File: config.mk
export PLATFORM = sky130hd
export DESIGN_NAME = wam_mole
export DESIGN_NICKNAME = d
export VERILOG_FILES = /design/src/rtl/wam_pkg.sv /design/src/rtl/wam_lfsr.sv /design/src/rtl/wam_mole.sv
export SDC_FILE = /design/constraint.sdc
export NUM_CORES = 1
export LEC_CHECK = 0
export ABC_AREA = 1
export BUFFER_PORTS_ARGS = -buffer_cell sky130_fd_sc_hd__clkbuf_2
export CAP_MARGIN = 0
export CORE_MARGIN = 2
export CORE_UTILIZATION = 57
export CTS_CLUSTER_SIZE = 20
export DETAILED_ROUTE_END_ITERATION = 10
export GPL_ROUTABILITY_DRIVEN = 0
export PLACE_DENSITY = 0.76
export SLEW_MARGIN = 30
export SYNTH_ARGS = -nofsm -noshare
export SYNTH_HDL_FRONTEND = slang
export SYNTH_SLANG_ARGS = --single-unit
File: constraint.sdc
create_clock -name clk -period 3.3 [get_ports clk]
set_input_delay 0.165 -clock clk [delete_from_list [all_inputs] [get_ports clk]]
set_output_delay 0.165 -clock clk [all_outputs]
set_load 0.05 [all_outputs]
File: src/rtl/wam_pkg.sv
// Shared constants and types for the Whac-A-Mole field engine.
package wam_pkg;

  localparam logic [15:0] WAM_LFSR_TAPS = 16'hB400;
  localparam logic [15:0] WAM_LFSR_SEED = 16'hACE1;
  localparam int          WAM_MISS_MAX  = 255;

  typedef logic [3:0] bcd_t;

  function automatic bcd_t bcd_inc(input bcd_t d);
    return (d == 4'd9) ? 4'd0 : d + 4'd1;
  endfunction

endpackage

File: src/rtl/wam_lfsr.sv
// Free-running 16-bit right-shifting Galois LFSR, reloaded with the seed on clr.
module wam_lfsr
  import wam_pkg::*;
(
  input  logic        clk,
  input  logic        clr,
  output logic [15:0] state
);

  logic [15:0] state_q, state_d;

  always_comb begin
    state_d = {1'b0, state_q[15:1]};
    if (state_q[0]) state_d = state_d ^ WAM_LFSR_TAPS;
  end

  always_ff @(posedge clk or posedge clr) begin
    if (clr) state_q <= WAM_LFSR_SEED;
    else     state_q <= state_d;
  end

  assign state = state_q;

endmodule

File: src/rtl/wam_mole.sv
// Mole field engine: spawn, ageing, hit scoring and BCD score with carry out.
// Optional saturating expiry counter on the miss port when WAM_MISS_EN is defined.
module wam_mole
  import wam_pkg::*;
#(
  parameter int NHOLE = 16
) (
  input  logic             clk,
  input  logic             clr,
  input  logic             tick,
  input  logic [3:0]       age,
  input  logic [7:0]       rto,
  input  logic [NHOLE-1:0] hit,
  output logic [NHOLE-1:0] mole,
  output logic [3:0]       score_lo,
  output logic [3:0]       score_hi,
  output logic             cout0
`ifdef WAM_MISS_EN
  ,
  output logic [7:0]       miss
`endif
);

  localparam int LW = $clog2(NHOLE);

  logic [15:0]      lfsr;
  logic [LW-1:0]    cand;
  logic [7:0]       rnd;
  logic             unused_lfsr;

  logic [3:0]       life_q [NHOLE];
  logic [3:0]       life_d [NHOLE];
  logic [NHOLE-1:0] mole_q, mole_d;
  logic [NHOLE-1:0] expire;
  bcd_t             lo_q, lo_d, hi_q, hi_d;
  logic             cout0_q, cout0_d;

  logic             win_valid;
  logic [LW-1:0]    win_idx;
  logic [3:0]       age_eff;
  logic             spawn_ok;

  wam_lfsr u_lfsr (
    .clk   (clk),
    .clr   (clr),
    .state (lfsr)
  );

  assign cand        = lfsr[LW-1:0];
  assign rnd         = lfsr[15:8];
  assign unused_lfsr = ^lfsr[7:LW];

  // Lowest-index live hit scores; scan from the top so the lowest index wins.
  always_comb begin
    win_valid = 1'b0;
    win_idx   = '0;
    for (int i = NHOLE - 1; i >= 0; i--) begin
      if (hit[i] && mole_q[i]) begin
        win_valid = 1'b1;
        win_idx   = LW'(i);
      end
    end
  end

  assign age_eff  = (age == 4'd0) ? 4'd1 : age;
  assign spawn_ok = tick && (rnd < rto) && (life_q[cand] == 4'd0) && !hit[cand];

  // A hit clears before ageing can expire it; spawns only land on empty holes.
  always_comb begin
    for (int i = 0; i < NHOLE; i++) begin
      life_d[i] = life_q[i];
      expire[i] = 1'b0;
      if (win_valid && (win_idx == LW'(i))) begin
        life_d[i] = 4'd0;
      end else if (tick && (life_q[i] != 4'd0)) begin
        life_d[i] = life_q[i] - 4'd1;
        expire[i] = (life_q[i] == 4'd1);
      end
      if (spawn_ok && (cand == LW'(i))) life_d[i] = age_eff;
      mole_d[i] = (life_d[i] != 4'd0);
    end
  end

  always_comb begin
    lo_d    = lo_q;
    hi_d    = hi_q;
    cout0_d = 1'b0;
    if (win_valid) begin
      lo_d = bcd_inc(lo_q);
      if (lo_q == 4'd9) begin
        hi_d    = bcd_inc(hi_q);
        cout0_d = 1'b1;
      end
    end
  end

  always_ff @(posedge clk or posedge clr) begin
    if (clr) begin
      for (int i = 0; i < NHOLE; i++) life_q[i] <= 4'd0;
      mole_q  <= '0;
      lo_q    <= 4'd0;
      hi_q    <= 4'd0;
      cout0_q <= 1'b0;
    end else begin
      life_q  <= life_d;
      mole_q  <= mole_d;
      lo_q    <= lo_d;
      hi_q    <= hi_d;
      cout0_q <= cout0_d;
    end
  end

  assign mole     = mole_q;
  assign score_lo = lo_q;
  assign score_hi = hi_q;
  assign cout0    = cout0_q;

`ifdef WAM_MISS_EN
  logic [7:0] miss_q, miss_d;
  logic [4:0] n_exp;
  logic [8:0] miss_sum;

  // Several holes can expire on one tick, so add the count before saturating.
  always_comb begin
    n_exp = '0;
    for (int i = 0; i < NHOLE; i++) n_exp = n_exp + 5'(expire[i]);
    miss_sum = {1'b0, miss_q} + 9'(n_exp);
    miss_d   = (miss_sum > 9'(WAM_MISS_MAX)) ? 8'(WAM_MISS_MAX) : miss_sum[7:0];
  end

  always_ff @(posedge clk or posedge clr) begin
    if (clr) miss_q <= 8'd0;
    else     miss_q <= miss_d;
  end

  assign miss = miss_q;
`else
  logic unused_expire;
  assign unused_expire = |expire;
`endif

endmodule

Yosys cells after proc, flatten, opt, wreduce, memory -nomap -nowiden
Cells that the tools add are included.

Register bits after elaboration: 105. Bits of input ports: 31. Output and inout bits: 25. Word-level logic and storage cells: 272.

$add $sub $neg: 18. Magnitude comparators: 3. Eq/ne operators: 32. Muxes and demuxes: 91. Bitwise operators: 2. Reductions and logical operators: 105.

Operators with widths (count): 4-bit 2-to-1 mux (69); 4-bit nonzero test (32); 4-bit == test, second input constant (18); 1-bit logical AND (67); 4-bit by 1-bit subtractor with 4-bit output, second input constant (16); 4-bit by 3-bit == test with 1-bit output, second input constant (8); 1-bit 2-to-1 mux (19); 4-bit binary-select mux with 4-bit select (1); 4-bit by 2-bit == test with 1-bit output, second input constant (4); 4-bit zero test (4); 16-bit 2-to-1 mux (1); 4-bit by 1-bit adder with 4-bit output, second input constant (2); 4-bit by 1-bit == test with 1-bit output, second input constant (2); 8-bit < comparator (1); 5-bit greater-or-equal comparator, second input constant (1); 4-bit by 5-bit < comparator with 1-bit output, second input constant (1); 4-bit NOT with 5-bit output (1); 1-bit binary-select mux with 4-bit select (1); 3-bit NOT with 4-bit output (1); 2-bit AND reduction (1); 1-bit zero test (1).

Longest topological paths before layout
Depth in word-level cells: 22. Mapped depth: 22. Depth with buffers taken out: 22.

By module
A second synthesis with hierarchy kept.

Cell total of the unflattened synthesis: 879. Area, all modules: 6373.6 sq um.

Modules (own cells, without submodules): wam_mole (times used 1, cells each 836, area an instance 5813.1 sq um, sequential area each 2227.1 sq um); wam_lfsr (times used 1, cells each 43, area an instance 560.5 sq um, sequential area each 410.4 sq um).

Least setup slack after synthesis
No wires, ideal clock.

Path kind: reg2reg. Start point: reg mole_q[14], in the netlist mole[14]. End point: reg mole_q[2], in the netlist mole[2]. Setup time: 119 ps. Arrival: 2096 ps. Data required time: 3181 ps. Setup slack: 1085 ps. Stages on the path, launching flop included: 22. Path buffers: 0. Period minus slack after synthesis: 2215 ps. Cell sequence: dfrtp_1 > nand2_1 > nand2_1 > nand2_1 > nand2_1 > nand2_1 > nand2_1 > nand2_1 > nand2_1 > nand2_1 > nand2_1 > nand2_1 > nand2_1 > nand2_1 > nand2_1 > nand2_1 > nand2_1 > nand3_1 > nand2_1 > nand2_2 > nor2_1 > nand2_1.

RTL lines: start: declaration (line wam_mole.sv:33) `logic [NHOLE-1:0] mole_q, mole_d;`; start signal: assignment (line wam_mole.sv:106) `mole_q <= mole_d;`.

==> impl.org <==
** Outcome
- The flow ran to the end, and the final reports show no timing, DRC or antenna violations.

** Placed design
- Post-place setup slack :: roughly 0.38 ns
- The count of buffers added on input and output ports is 55.
- Sum of net half-perimeters after detailed placement :: between 10000 and 15000 um
- Once placement finished, the instance area stood at between 7000 and 8000 sq um.

** Clock tree
- The clock passes through at most 2 buffers.
- The clock reaches the later pin of the worst-skew pair after roughly 0.36 ns.
- The number of hold buffers added after CTS was 1.
- TritonCTS built the clock tree.
- Clk root buf :: sky130_fd_sc_hd__clkbuf_16
- Clk pin slew, worst setup/hold paths :: 0.07 ns
- TritonCTS Buffers :: 9
- Postcts setup bufs :: 0
- The clock tree synthesis step divided the H-tree into 3 levels.
- For this design, the sink count on the clock tree is 105.
- Total of cells resized after clock tree synthesis :: 0

** Worst hold path
- The startpoint identified for the worst hold timing path is u_lfsr.state[6].
- In this run the worst hold path is classified as reg2reg.

** Die
- Cell row count :: between 40 and 50
- Chip Height :: between 100 and 150 um
- The die covers between 10000 and 15000 sq um.
- I/O pin cnt :: 56
- The initial utilization of the core area, before any placement, comes to 0.5797.
- The die is 117.1 um wide.
- The core region is 12570 sq um.

** STA
- Normalized max-slew margin :: 0.4593
- Final Max Slew Viols :: 0
- Total Negative Setup Slacks :: 0 ns
- Timing-limited maximum frequency :: between 300 and 400 MHz
- Setup repair after global routing left no endpoint under its margin.
- At the pin with the least slew margin, the transition time is ~0.8 ns.
- Final Hold Viols :: 0
- Between clock sinks in the finished design, the worst skew comes to 0.01371 ns.
- Setup violations remaining at the end of the flow were counted as 0.
- Of the available clock period, the critical path in the final layout requires 0.9057.
- The worst path in the final design needs a cycle of around 3 ns, including I/O delays and setup.
- Worst path setup slack after routing :: between 0.3 and 0.4 ns

** Cells and area
- Area added between synthesis and finish :: 11.20%
- Post-Route Utilization :: 0.6446
- Fraction of layout cells with a size suffix above 1 :: 0.1057
- Total number of nets in the final design :: 1194
- Cell area after layout :: 8102 sq um
- Antenna diode count :: 0

** Global routing
- Entering global routing, the biggest net connects 67 pins.
- The number of antenna violations at the first check in global routing came to 0.
- For this run, the total global-route usage over all layers was measured as 0.3097.
- Wire length of the first global-routing pass :: approximately 32000 um
- Via count of the first global-routing pass :: 6492
- Global routing finished with a remaining overflow of 0.

** Power
- Of the total power, combinational logic draws 0.516.
- Of the total power, the share spent switching nets is 0.4757.
- Part of the total power dissipated in the clock network :: 0.166
- Power Internal :: around 3600 uW
- The design draws 6948 uW.
- Switching power :: around 3300 uW
- Portion of total power attributed to sequential cells :: 0.319
- In this run the power density over the cells is about 860 nW/um^2.
- Leakage power figure :: 0.004418 uW
- Max VDD drop :: slightly above 0.7 mV

** Critical path
- The endpoint identified for the worst register-to-register timing path is mole[4].
- Type of element capturing the critical path :: flip-flop
- In this run the critical register-to-register path is launched from u_lfsr.state[0].
- Across all register-to-register paths, the minimum setup slack is around 0.31 ns.
- Startpoint of the worst setup timing path :: u_lfsr.state[0]
- Endpoint required time on the critical path :: ~3.6 ns
- Worst Setup EP :: mole[4]
- Type of the setup path with the least slack :: reg2reg
- Arrival @ worst endpoint :: around 3.2 ns
- CP max FO :: 15
- The number of cells on the worst reg-to-reg path is 15.
- Kind of start point of the critical path :: flip-flop

** Routing
- After detailed routing, the number of remaining DRC violations is 0.
- WL/cell :: between 15 and 20 um
- DRT antenna net count :: 0
- After the first detailed-routing iteration, the DRC count stood at about 630.
- Total vias in the final route :: roughly 7200
- In the routed layout, each cell is associated on average with a via count of between 5 and 6.
- Wires add up to ~20000 um.
- The first detailed-routing pass took 5 iterations.

** Logic synthesis
- Synth cell count leaders :: sky130_fd_sc_hd__nand2_1, sky130_fd_sc_hd__inv_1, sky130_fd_sc_hd__dfrtp_1, sky130_fd_sc_hd__o21ai_0, sky130_fd_sc_hd__nor2_1
- The largest total area in the synthesized netlist belongs to sky130_fd_sc_hd__dfrtp_1.
- Post-synthesis net count :: 1136
- Share of async-settable or async-resettable flops after synthesis :: 1.000
- The most common cell in the synthesized netlist is sky130_fd_sc_hd__nand2_1.
- Counting every instance in the synthesized netlist gives 1082.
- Cell types with the largest area share after synthesis :: sky130_fd_sc_hd__dfrtp_1, sky130_fd_sc_hd__nand2_1, sky130_fd_sc_hd__inv_1
- Number of synthesized flops with an enable pin :: 0
- Average cell area after synthesis :: around 6.7 sq um
- Synthesis inferred approximately 110 register bits.
- Proportion of synthesized chip area in sequential cells :: 0.3620
- Summing every instance area after synthesis gives roughly 7300 sq um.
- The Yosys step of the flow raised 0 warnings.
- Among all flip-flop cells after synthesis, the most frequent one is sky130_fd_sc_hd__dfrtp_1.
- The number of different library cells used by synthesis comes to 45.
- Area fraction of the dominant cell type after synthesis :: 0.3332

** Job
- Max capacitance violation total :: 0
[cells in the final DEF (no fill, tap or decap), drive strengths merged, types with 21 or more instances in the layout]
cell type | netlist | final
nand2 | 421 | 421
inv | 162 | 163
dfrtp | 97 | 97
o21ai | 92 | 92
nor2 | 82 | 82
clkbuf | 19 | 66
nand4 | 33 | 33
nand3 | 32 | 32
ha | 23 | 23
buf | 11 | 21
[final cells by class]
cell class	instances	area, sq um
inverters	163	614.3
multi-input cells	784	3877
repair buffers	77	442.9
clock buffers	11	232.7
well taps	172	215.2
fillers	1175	4467
flip-flops and latches	105	2638
clock inverters	5	81.33
[layer usage]
layer	share of wire	routed length, um	up-vias	track usage
li1	-	-	3552	-
met1	0.44	8851	3276	0.4204
met2	0.45	9093	309	0.5006
met3	0.074	1489	45	0.05304
met4	0.029	589	0	0.1153
met5	0	0	-	0
[power groups by stage]
stage	Combinational, uW	Sequential, uW	Clock, uW
after floorplan	2450	2430	0
final	3580	2210	1150
after detailed placement	3520	2210	0
after global placement	3470	2220	0
after CTS	3550	2200	1160
after global routing	4080	2280	1210
[worst min-delay path by stage]
stage | endpoint | slack, ns | cells after the start
floorplan | u_lfsr.state[3] | 0.33 | 0
global placement | u_lfsr.state[3] | 0.34 | 0
detailed placement | u_lfsr.state[3] | 0.34 | 0
CTS | u_lfsr.state[5] | 0.36 | 0
global route | u_lfsr.state[6] | 0.36 | 0
finish | u_lfsr.state[5] | 0.36 | 0
[metrics by stage]
stage | cells | hold WS, ns
floorplan | 1082 | 0.3312
global placement | 1300 | 0.3375
detailed placement | 1300 | 0.3441
CTS | 1317 | 0.3607
global route | 1317 | 0.3636
finish | 1317 | 0.3581
[state kept, by name, summed over array words and instances (netlist names)]
register and cells:
u_lfsr.state 16, score_lo 4, life_q 64, cout0 1, score_hi 4, mole 16
[critical path, cell delays in order (launching register included)]
cell	delay (ns)
sky130_fd_sc_hd__dfstp_2	0.56
sky130_fd_sc_hd__buf_4	0.20
sky130_fd_sc_hd__nor2_1	0.15
sky130_fd_sc_hd__buf_4	0.24
sky130_fd_sc_hd__o21ai_0	0.08
sky130_fd_sc_hd__nand4_1	0.12
sky130_fd_sc_hd__nand2_1	0.11
sky130_fd_sc_hd__nand3_2	0.12
sky130_fd_sc_hd__nor2_4	0.46
sky130_fd_sc_hd__nand4_1	0.33
sky130_fd_sc_hd__nand2_1	0.14
sky130_fd_sc_hd__inv_1	0.04
sky130_fd_sc_hd__nand2_1	0.05
sky130_fd_sc_hd__nand2_1	0.07
sky130_fd_sc_hd__nor2_1	0.13
sky130_fd_sc_hd__nand2_1	0.07
[cells by family after synthesis]
logic type	count (synthesis)	synth area share
AO/OA/AOI/OAI	146	0.1156
XOR/XNOR	21	0.02525
adder cells (fa/ha/maj)	23	0.03950
buffers and inverters	193	0.1058
flip-flops	105	0.3620
multiplexers	1	0.001374
AND/OR/NAND/NOR	593	0.3505
Note: power is estimated with default switching activity, not from simulation.
